==> src/rtl/kernel_csr_pkg.sv <==
// rtl/kernel_csr_pkg.sv - shared constants, types and helpers for the kernel control CSR block
//
// Contents:
//   OFF_*          register offsets (dwords) relative to the block base address
//   STAT_*/CTRL_*  bit positions inside STATUS and CTRL
//   t_kernel_state FSM state encoding
//   t_csr_rx/tx    MMIO request / read-response bundles carried by sub_csr_if
//   sat_inc64      saturating 64-bit increment
package kernel_csr_pkg;

  localparam logic [15:0] OFF_CTRL     = 16'h0000;
  localparam logic [15:0] OFF_STATUS   = 16'h0002;
  localparam logic [15:0] OFF_CYCLES   = 16'h0004;
  localparam logic [15:0] OFF_ARG_BASE = 16'h0008;

  localparam int STAT_BUSY  = 0;
  localparam int STAT_DONE  = 1;
  localparam int STAT_ERROR = 2;
  localparam int CTRL_START = 0;
  localparam int CTRL_CLEAR = 1;

  // hdr.length encoding for an 8-byte MMIO access
  localparam logic [1:0] MMIO_LEN_8B = 2'b01;

  typedef enum logic [1:0] {
    ST_IDLE   = 2'd0,
    ST_LAUNCH = 2'd1,
    ST_RUN    = 2'd2
  } t_kernel_state;

  typedef struct packed {
    logic [15:0] address;
    logic [1:0]  length;
    logic [8:0]  tid;
  } t_mmio_req_hdr;

  typedef struct packed {
    logic [8:0] tid;
  } t_mmio_rsp_hdr;

  typedef struct packed {
    t_mmio_req_hdr hdr;
    logic [63:0]   data;
    logic          rdValid;
    logic          wrValid;
  } t_csr_rx;

  typedef struct packed {
    t_mmio_rsp_hdr hdr;
    logic [63:0]   data;
    logic          mmioRdValid;
  } t_csr_tx;

  function automatic logic [63:0] sat_inc64(input logic [63:0] v);
    return (&v) ? v : v + 64'd1;
  endfunction

endpackage

==> src/rtl/sub_csr_if.sv <==
// rtl/sub_csr_if.sv - one arbiter-to-sub-CSR MMIO port
//
// Signals:
//   rx  MMIO request (hdr, data, rdValid, wrValid), arbiter -> block
//   tx  read response (mmioRdValid, hdr.tid, data), block -> arbiter
interface sub_csr_if;
  import kernel_csr_pkg::*;

  t_csr_rx rx;
  t_csr_tx tx;

  modport to_afu     (input rx, output tx);
  modport to_arbiter (output rx, input tx);
endinterface

==> src/rtl/kernel_ctrl_fsm.sv <==
// rtl/kernel_ctrl_fsm.sv - kernel launch FSM, run-cycle counter and sticky done/error flags
//
// Ports:
//   clk, reset       clock, synchronous active-high reset
//   i_start          CTRL write with start bit set (one cycle)
//   i_clear          CTRL write with clear bit set (one cycle)
//   i_kernel_done    completion pulse from the kernel
//   o_busy           state != IDLE
//   o_done, o_error  sticky status flags
//   o_cycles         cycle count of the last completed run
//   o_kernel_start   one-cycle launch pulse (high while in LAUNCH)
module kernel_ctrl_fsm
  import kernel_csr_pkg::*;
(
  input  logic        clk,
  input  logic        reset,
  input  logic        i_start,
  input  logic        i_clear,
  input  logic        i_kernel_done,
  output logic        o_busy,
  output logic        o_done,
  output logic        o_error,
  output logic [63:0] o_cycles,
  output logic        o_kernel_start
);

  t_kernel_state r_state;
  logic          r_done;
  logic          r_error;
  logic [63:0]   r_counter;
  logic [63:0]   r_cycles;
  logic          r_kernel_start;

  always_ff @(posedge clk) begin
    if (reset) begin
      r_state        <= ST_IDLE;
      r_done         <= 1'b0;
      r_error        <= 1'b0;
      r_counter      <= '0;
      r_cycles       <= '0;
      r_kernel_start <= 1'b0;
    end else begin
      r_kernel_start <= 1'b0;
      // Clear is applied first so that a done/error set later in this
      // block takes precedence on the same edge.
      if (i_clear) begin
        r_done  <= 1'b0;
        r_error <= 1'b0;
      end
      case (r_state)
        ST_IDLE: begin
          if (i_start) begin
            r_state        <= ST_LAUNCH;
            r_kernel_start <= 1'b1;
            r_counter      <= '0;
          end
        end
        ST_LAUNCH: begin
          r_state   <= ST_RUN;
          r_counter <= sat_inc64(r_counter);
          if (i_start) r_error <= 1'b1;
        end
        ST_RUN: begin
          r_counter <= sat_inc64(r_counter);
          if (i_start) r_error <= 1'b1;
          if (i_kernel_done) begin
            r_state  <= ST_IDLE;
            r_done   <= 1'b1;
            // The done cycle itself is part of the run, so capture the
            // incremented value: LAUNCH through the done cycle inclusive.
            r_cycles <= sat_inc64(r_counter);
          end
        end
        default: r_state <= ST_IDLE;
      endcase
    end
  end

  assign o_busy         = (r_state != ST_IDLE);
  assign o_done         = r_done;
  assign o_error        = r_error;
  assign o_cycles       = r_cycles;
  assign o_kernel_start = r_kernel_start;

endmodule

==> src/rtl/kernel_ctrl_csr.sv <==
// rtl/kernel_ctrl_csr.sv - MMIO decode, argument registers and read mux for one compute kernel
//
// Ports:
//   clk, reset     clock, synchronous active-high reset
//   port           sub_csr_if.to_afu: MMIO request in, read response out (1-cycle latency)
//   kernel_start   one-cycle launch pulse
//   kernel_args    NUM_ARGS x 64-bit argument registers, ARG0 in the LSBs
//   kernel_done    one-cycle completion pulse from the kernel
module kernel_ctrl_csr
  import kernel_csr_pkg::*;
#(
  parameter logic [15:0] CSR_BASE = 16'h0010,
  parameter int          NUM_ARGS = 8
) (
  input  logic                    clk,
  input  logic                    reset,
  sub_csr_if.to_afu               port,
  output logic                    kernel_start,
  output logic [64*NUM_ARGS-1:0]  kernel_args,
  input  logic                    kernel_done
);

  logic [63:0] r_args [NUM_ARGS];
  logic        r_rd_valid;
  logic [8:0]  r_rd_tid;
  logic [63:0] r_rd_data;

  logic [15:0] w_offset;
  logic [15:0] w_arg_off;
  logic [3:0]  w_arg_idx;
  logic        w_in_range;
  logic        w_arg_hit;
  logic        w_wr_en;
  logic        w_ctrl_wr;
  logic        w_start;
  logic        w_clear;
  logic        w_busy;
  logic        w_done;
  logic        w_error;
  logic [63:0] w_cycles;
  logic [63:0] w_status;
  logic [63:0] w_rd_data;
  t_csr_tx     w_tx;

  // Address decode; the offset wraps below the base, so w_in_range gates it.
  assign w_in_range = (port.rx.hdr.address >= CSR_BASE);
  assign w_offset   = port.rx.hdr.address - CSR_BASE;
  assign w_arg_off  = w_offset - OFF_ARG_BASE;
  assign w_arg_idx  = w_arg_off[4:1];
  assign w_arg_hit  = w_in_range && (w_offset >= OFF_ARG_BASE) &&
                      (w_arg_off < 16'(2 * NUM_ARGS)) && !w_arg_off[0];

  assign w_wr_en   = port.rx.wrValid && (port.rx.hdr.length == MMIO_LEN_8B);
  assign w_ctrl_wr = w_wr_en && w_in_range && (w_offset == OFF_CTRL);
  assign w_start   = w_ctrl_wr && port.rx.data[CTRL_START];
  assign w_clear   = w_ctrl_wr && port.rx.data[CTRL_CLEAR];

  kernel_ctrl_fsm u_fsm (
    .clk            (clk),
    .reset          (reset),
    .i_start        (w_start),
    .i_clear        (w_clear),
    .i_kernel_done  (kernel_done),
    .o_busy         (w_busy),
    .o_done         (w_done),
    .o_error        (w_error),
    .o_cycles       (w_cycles),
    .o_kernel_start (kernel_start)
  );

  // Argument registers are frozen while a run is in flight.
  always_ff @(posedge clk) begin
    if (reset) begin
      for (int i = 0; i < NUM_ARGS; i++) r_args[i] <= '0;
    end else if (w_wr_en && w_arg_hit && !w_busy) begin
      for (int i = 0; i < NUM_ARGS; i++) begin
        if (w_arg_idx == 4'(i)) r_args[i] <= port.rx.data;
      end
    end
  end

  always_comb begin
    kernel_args = '0;
    for (int i = 0; i < NUM_ARGS; i++) kernel_args[i*64 +: 64] = r_args[i];
  end

  always_comb begin
    w_status             = '0;
    w_status[STAT_BUSY]  = w_busy;
    w_status[STAT_DONE]  = w_done;
    w_status[STAT_ERROR] = w_error;
  end

  // CTRL, odd and unmapped addresses all fall through to zero.
  always_comb begin
    w_rd_data = '0;
    if (w_in_range && (w_offset == OFF_STATUS)) begin
      w_rd_data = w_status;
    end else if (w_in_range && (w_offset == OFF_CYCLES)) begin
      w_rd_data = w_cycles;
    end else begin
      for (int i = 0; i < NUM_ARGS; i++) begin
        if (w_arg_hit && (w_arg_idx == 4'(i))) w_rd_data = r_args[i];
      end
    end
  end

  always_ff @(posedge clk) begin
    if (reset) begin
      r_rd_valid <= 1'b0;
    end else begin
      r_rd_valid <= port.rx.rdValid;
    end
    r_rd_tid  <= port.rx.hdr.tid;
    r_rd_data <= w_rd_data;
  end

  always_comb begin
    w_tx             = '0;
    w_tx.mmioRdValid = r_rd_valid;
    w_tx.hdr.tid     = r_rd_tid;
    w_tx.data        = r_rd_data;
  end

  assign port.tx = w_tx;

endmodule

==> src/flat_wrapper.sv <==
// flat-port wrapper written by rule: the top's interface ports become plain ports
module kernel_ctrl_csr_flat import kernel_csr_pkg::*;
#(
  parameter logic [15:0] CSR_BASE = 16'h0010,
  parameter int          NUM_ARGS = 8
)
  (clk, reset, kernel_start, kernel_args, kernel_done, port_rx, port_tx);
  sub_csr_if port_i ();
  input  logic clk;
  input  logic reset;
  output logic kernel_start;
  output logic [64*NUM_ARGS-1:0] kernel_args;
  input  logic kernel_done;
  input wire logic [$bits(port_i.rx)-1:0] port_rx;
  output wire logic [$bits(port_i.tx)-1:0] port_tx;
  assign port_i.rx = port_rx;
  assign port_tx = port_i.tx;
  kernel_ctrl_csr #(.CSR_BASE(CSR_BASE), .NUM_ARGS(NUM_ARGS)) u_core (.clk(clk), .reset(reset), .port(port_i), .kernel_start(kernel_start), .kernel_args(kernel_args), .kernel_done(kernel_done));
endmodule
==> config.mk <==
export PLATFORM = sky130hd
export DESIGN_NAME = kernel_ctrl_csr_flat
export DESIGN_NICKNAME = d
export VERILOG_FILES = /design/src/rtl/kernel_csr_pkg.sv /design/src/rtl/sub_csr_if.sv /design/src/rtl/kernel_ctrl_fsm.sv /design/src/rtl/kernel_ctrl_csr.sv /design/src/flat_wrapper.sv
export SDC_FILE = /design/constraint.sdc
export NUM_CORES = 1
export LEC_CHECK = 0
export CORE_UTILIZATION = 45
export CTS_CLUSTER_DIAMETER = 50
export DETAILED_ROUTE_END_ITERATION = 10
export GPL_ROUTABILITY_DRIVEN = 1
export PLACE_DENSITY = 0.72
export REMOVE_ABC_BUFFERS = 1
export SLEW_MARGIN = 0
export SYNTH_ARGS = -nofsm -noshare
export SYNTH_HDL_FRONTEND = slang
export SYNTH_HIERARCHICAL = 1
export SYNTH_SLANG_ARGS = --single-unit
==> constraint.sdc <==
create_clock -name clk -period 14.45 [get_ports clk]
set_input_delay 2.89 -clock clk [delete_from_list [all_inputs] [get_ports clk]]
set_output_delay 2.89 -clock clk [all_outputs]
set_load 0.01 [all_outputs]
==> run metrics, run 1 <==
Synth async-reset ratio 0%; Die Height 269.0 um; CTS Sinks 719; outcome complete, no violations; worst-path cell chain clkdlybuf4s50_1, inv_1, ha_1, xor2_1, xor2_1, or3_1, a211oi_1, o311a_4, nand3_4, nand2b_4; synthesized instance count 2,957; Post-DP Area 39,410 um2; post-layout util 60.13%; post-synthesis register bit count 719; Peak VDD IR 0.00008013 V; largest stage delay on the critical path 1.32 ns; arrival time of the worst setup path 8.57 ns; worst slew pin tran ~1.2 ns; clock period minus final worst setup slack 8.328 ns; commonest non-fill, non-tap cell in the layout clkdlybuf4s50_1; multiplexer share of the synthesized area 4.137%; clk buf depth 3; ANT nets after route 0; Synth Area in Simple Gates 14.57%; core area between 70,000 and 80,000 um2; via count ~27,000; Layout area overhead 31.69%; die area 72,380 um2; XOR/XNOR Fraction of Synth Area 1.474%; WL final between 100,000 and 150,000 um; Initial DRT Pass Iterations 7; top_reg_cell synth edfxtp_1; CP endpoint kind flip-flop; WS Path Type input port to flip-flop; Placer Congestion roughly 0.97; Compound-Gate Fraction of Synth Area 14.28%; Worst slew margin 16.92%; row cnt 97; Post-CTS Resized 0; mapped cell area 32,090 um2; GR Overflow Total 0; RSZ-0062 raised after global routing no; drt via density 5.931; power density cells ~120 nW/um2; Setup Skew 0.03754 ns; design area about 42,000 um2; Worst path slowest cell nand2b_4; register area share after synthesis approximately 61%; Setup Fix Bufs, Post-CTS 0; total track usage a little under a third; initial antenna violation count 1; commonest non-fill, non-tap cells in the layout clkdlybuf4s50_1 (679), nor2_1 (563), edfxtp_1 (512); Final TNS setup 0 ns; pin count of the biggest net entering global routing 91; yosys warns 6; syn avg cell area 10.85 um2; adder-cell share of the synthesized area 0.3899%; IO Port Bufs 682; leak pwr 0.01475 uW; Final Cycle Share between 50 and 60%; CTS Hold Bufs 0; CP max FO 81; Nets about 3,600; first-pass GRT wire length around 170,000 um; H-tree depth 3; die width 269.0 um; Slew Limit Fails 0; CTS clock-pin slew for the worst setup and hold paths 0.06 ns; Crit path top cell by count xor2_1; Max-cap violations 0; initial DRC count about 3,200; largest family of logic cells by synthesized area simple AND/OR/NAND/NOR gates; CTS tree built; Max Freq 120.1 MHz; required time of the critical path 14.70 ns; startpoint types input port; Root Buffer clkbuf_16; Setup WS pre-CTS 5.569 ns; layout cells sized above 1 under 10%; Worst Slack Setup Final just over 6 ns; I/O pin total 683; number of synthesized flops with an enable pin roughly 510; endpoints failing hold 0; vias in the first global route 25,820; Final HPWL DP 77,030 um; Worst Hold Class flip-flop to flip-flop; CTS Buf Count 84; DRC violations left 0; WL per Instance 25.78 um; Distinct cells, synth 78; worst skew pair latency 0.65 ns; initial core utilization 45.66%; setup violators final 0
==> registers in the layout (all words and copies together) (netlist names), 2 cells and up <==
| signal | flops |
|---|---|
| u_core/r_args | 512 |
| u_core/u_fsm/o_cycles | 64 |
| u_core/u_fsm/r_counter | 64 |
| u_core/r_rd_data | 64 |
| u_core/r_rd_tid | 9 |
| u_core/u_fsm/r_state | 2 |
==> power breakdown <==
part	internal, uW	switching, uW	total, uW
sequential	2300	69.7	2370
clock	1300	865	2170
combinational	223	253	476
==> path summary, 6_finish.rpt <==
| path | to | slack, ns | startpoint | cells past startpoint |
|---|---|---|---|---|
| setup / recovery | u_core/r_args[1][60] | 6.12 | port_rx[81] | 10 |
| hold / removal | u_core/r_rd_data[44] | 0.45 | u_core/u_fsm/o_cycles[44] | 2 |
| setup reg to reg | u_core/r_args[1][60] | 10.47 | u_core/u_fsm/r_state[1] | 6 |
| hold reg to reg | u_core/r_rd_data[44] | 0.45 | u_core/u_fsm/o_cycles[44] | 2 |
==> worst max-delay path: cells and delay by family <==
family	cells	cell delay, ns
simple gates	3	2.74
compound gates	2	1.21
buf+inv	2	0.87
xor+xnor	2	0.46
fa+ha+maj	1	0.30
==> metal layers <==
| layer | share of wire, % | vias up | global-route usage (%) |
|---|---|---|---|
| met5 | 0 | - | 0 |
| met4 | 4.3 | 0 | 13.67 |
| met3 | 8.9 | 308 | 6.046 |
| met2 | 49 | 1585 | 52.16 |
| met1 | 38 | 13050 | 39.31 |
| li1 | - | 11920 | - |
==> Yosys cell counts (70+ instances only) <==
cell	number	area, um2
nor2_1	564	2117
edfxtp_1	512	15370
a21oi_1	231	1156
dfxtp_1	207	4144
o21ai_0	203	1016
clkbuf_1	126	473.0
nand2_1	116	435.4
mux2i_1	109	1091
inv_1	95	356.6
nand2b_1	90	563.0
buf_2	80	400.4
nand3_1	70	350.3
==> layout make-up <==
type,instances,area (um2)
fillers,5716,28020
clock buffers,119,2389
flip-flops and latches,719,19520
inverters,96,360.3
multi-input cells,1909,11340
well taps,940,1176
clock inverters,37,450.4
diodes,2,5.005
repair buffers,707,7013
==> cell families after synthesis <==
logic type,Yosys count
xor gates and xnor gates,54
AOI/OAI and AO/OA,722
DFF,719
buffers and inverters,329
muxes,120
and+or+nand+nor,1003
adders and majority gates,10
==> stage by stage <==
| step | hold slack (ns) | std cells | power, uW |
|---|---|---|---|
| 2_1_floorplan | 0.4254 | 2724 | 2558 |
| 3_3_place_gp | 0.4392 | 4371 | 2876 |
| 3_5_place_dp | 0.4416 | 4371 | 2881 |
| 4_1_cts | 0.4510 | 4527 | 5027 |
| 5_1_grt | 0.4722 | 4528 | 5134 |
| 6_report | 0.4475 | 4529 | 5014 |
No activity file was read; power rests on OpenSTA's default activity.
==> run 2: changes to the inputs <==
- PLACE_DENSITY: 0.72 -> 0.75
- clock period: 14.45 -> 7.3 ns (I/O delays scaled with it)
==> run metrics, run 2 (synthesis results as in run 1) <==
Final TNS setup 0 ns; Placer Congestion slightly below 1; die width approximately 270 um; Final HPWL DP roughly 80,000 um; RSZ-0062 raised after global routing no; core area 70,270 um2; FF-to-FF End u_core/u_fsm/r_counter[1]; WS Path Type input port to flip-flop; Nets 3,636; clock period minus final worst setup slack 5.794 ns; die area between 70,000 and 80,000 um2; Max-cap violations 0; Worst slew margin between 10% and 20%; Reg2Reg Setup Slack about 3.5 ns; worst slew pin tran roughly 1.3 ns; worst skew pair latency about 0.64 ns; CP delay by family, top simple AND/OR/NAND/NOR gates; pin count of the biggest net entering global routing ~120; power density cells 236.1 nW/um2; commonest non-fill, non-tap cell in the layout clkdlybuf4s50_1; Combinational Power Share 9.7%; startpoint types input port; WP buf/inv 3; Root Buffer clkbuf_16; H-tree depth 3; required time of the critical path 7.88 ns; Initial DRT Pass Iterations 8; max FFs per register slightly above 500; DRC violations left 0; hold path cells 2; Worst path slowest cell or4_1; Peak VDD IR 0.0001754 V; Critical R2R Launch u_core/u_fsm/r_counter[11]; R2R depth 6; commonest non-fill, non-tap cells in the layout clkdlybuf4s50_1 (679), nor2_1 (563), edfxtp_1 (512); Post-DP Area around 40,000 um2; largest register by flop count u_core/r_args; I/O pin total 683; setup violators final 0; leak pwr 0.01489 uW; WL per Instance 26.80 um; CTS clock-pin slew for the worst setup and hold paths 0.06 ns; clk buf depth 3; sequential share of power 46.6%; arrival time of the worst setup path 6.37 ns; CTS tree built; Post-CTS Resized 0; layout cells sized above 1 6.831%; design area 42,480 um2; drt via density 6.025; outcome complete, no violations; Worst Hold Class flip-flop to flip-flop; initial antenna violation count 2; CTS Sinks 719; Layout area overhead 32.40%; Switch Pwr about 2400 uW; initial DRC count approximately 3,300; Max Freq 172.6 MHz; initial core utilization 45.66%; vias in the first global route 26,680; CP endpoint kind flip-flop; row cnt just under 100; Crit path top cell by count and2_1; CTS Hold Bufs 0; IO Port Bufs 682; largest stage delay on the critical path 0.70 ns; Slew Limit Fails 0; Hold Path Origin u_core/u_fsm/o_cycles[12]; via count 27,370; worst hold endpoint u_core/r_rd_data[12]; WL final 121,700 um; CTS Buf Count 84; Internal 7613 uW; CP max FO 21; power consumption 10,030 uW; clock power share 43.7%; Switching Fraction 24.10%; Die Height 269.0 um; worst-path cell chain clkdlybuf4s50_1, inv_1, ha_1, xor2_1, or4_4, a2111oi_4, nor4b_4, nor4b_1, and2_1, nand2b_1, and2_1, buf_4, nand2_1, or4_1, nand3_1; endpoints failing hold 0; first-pass GRT wire length 173,500 um; total track usage 32.50%; Setup Skew 0.03159 ns; Setup Fix Bufs, Post-CTS 0; GR Overflow Total 0; Final Cycle Share 79.37%; ANT nets after route 0
## run 2: changes by cell type in the layout (fill, tap and decap cells not counted), moves of 2 or more
cell        change
buf_12          +5
buf_4           +8
clkbuf_1       -12
clkbuf_4        +2
clkbuf_8        +2
clkinv_1        -3
clkinv_2        +5
clkinvlp_4      +2
inv_8           +3
## run 2: stage by stage
stage	setup WS (ns)	hold WS [ns]	std cells	utilization, %
after floorplan	-1.337	0.4254	2724	-
after global placement	0.9821	0.4401	4384	56.31
after detailed placement	0.9373	0.4414	4384	56.31
after CTS	1.582	0.4525	4541	60.45
after global routing	1.198	0.4631	4542	60.46
final	1.506	0.4464	4542	60.46
## run 2: power groups by stage
| stage | Clock, uW | Sequential (uW) | Combinational (uW) |
|---|---|---|---|
| 2_1_floorplan | 0 | 4800 | 260 |
| 3_3_place_gp | 0 | 4750 | 956 |
| 3_5_place_dp | 0 | 4760 | 962 |
| 4_1_cts | 4420 | 4670 | 967 |
| 5_1_grt | 4560 | 4690 | 1020 |
| 6_report | 4380 | 4680 | 976 |
## run 2: worst max-delay path by stage
stage / startpoint / to / slack (ns) / cells after the start
2_1_floorplan: port_rx[82] / u_core/r_args[0][100] / -1.34 / 9
3_3_place_gp: port_rx[81] / u_core/u_fsm/r_counter[39] / 0.98 / 15
3_5_place_dp: port_rx[81] / u_core/u_fsm/r_counter[24] / 0.94 / 15
4_1_cts: port_rx[81] / u_core/u_fsm/r_counter[39] / 1.58 / 15
5_1_grt: port_rx[81] / u_core/u_fsm/r_counter[39] / 1.20 / 15
6_report: port_rx[81] / u_core/u_fsm/r_counter[39] / 1.51 / 15
## run 2: per-layer routing
| metal | vias up | GRT usage, % | wire length [um] |
|---|---|---|---|
| met5 | - | 0 | 0 |
| met4 | 0 | 16.15 | 5955 |
| met3 | 371 | 7.096 | 12340 |
| met2 | 1859 | 52.97 | 58460 |
| met1 | 13180 | 40.87 | 44990 |
| li1 | 11950 | - | - |
## run 2: area by class of cell
type | instances | area [um2]
clock inverters | 46 | 528.0
diodes | 1 | 2.502
repair buffers | 720 | 7173
flip-flops and latches | 719 | 19520
multi-input cells | 1909 | 11340
clock buffers | 111 | 2386
fillers | 5728 | 27790
well taps | 940 | 1176
inverters | 96 | 360.3
## run 2: worst min-delay path, stage by stage, from the launching register on
cell and delay (ns):
dfxtp_1 0.30, nand2_1 0.05, a21oi_1 0.05
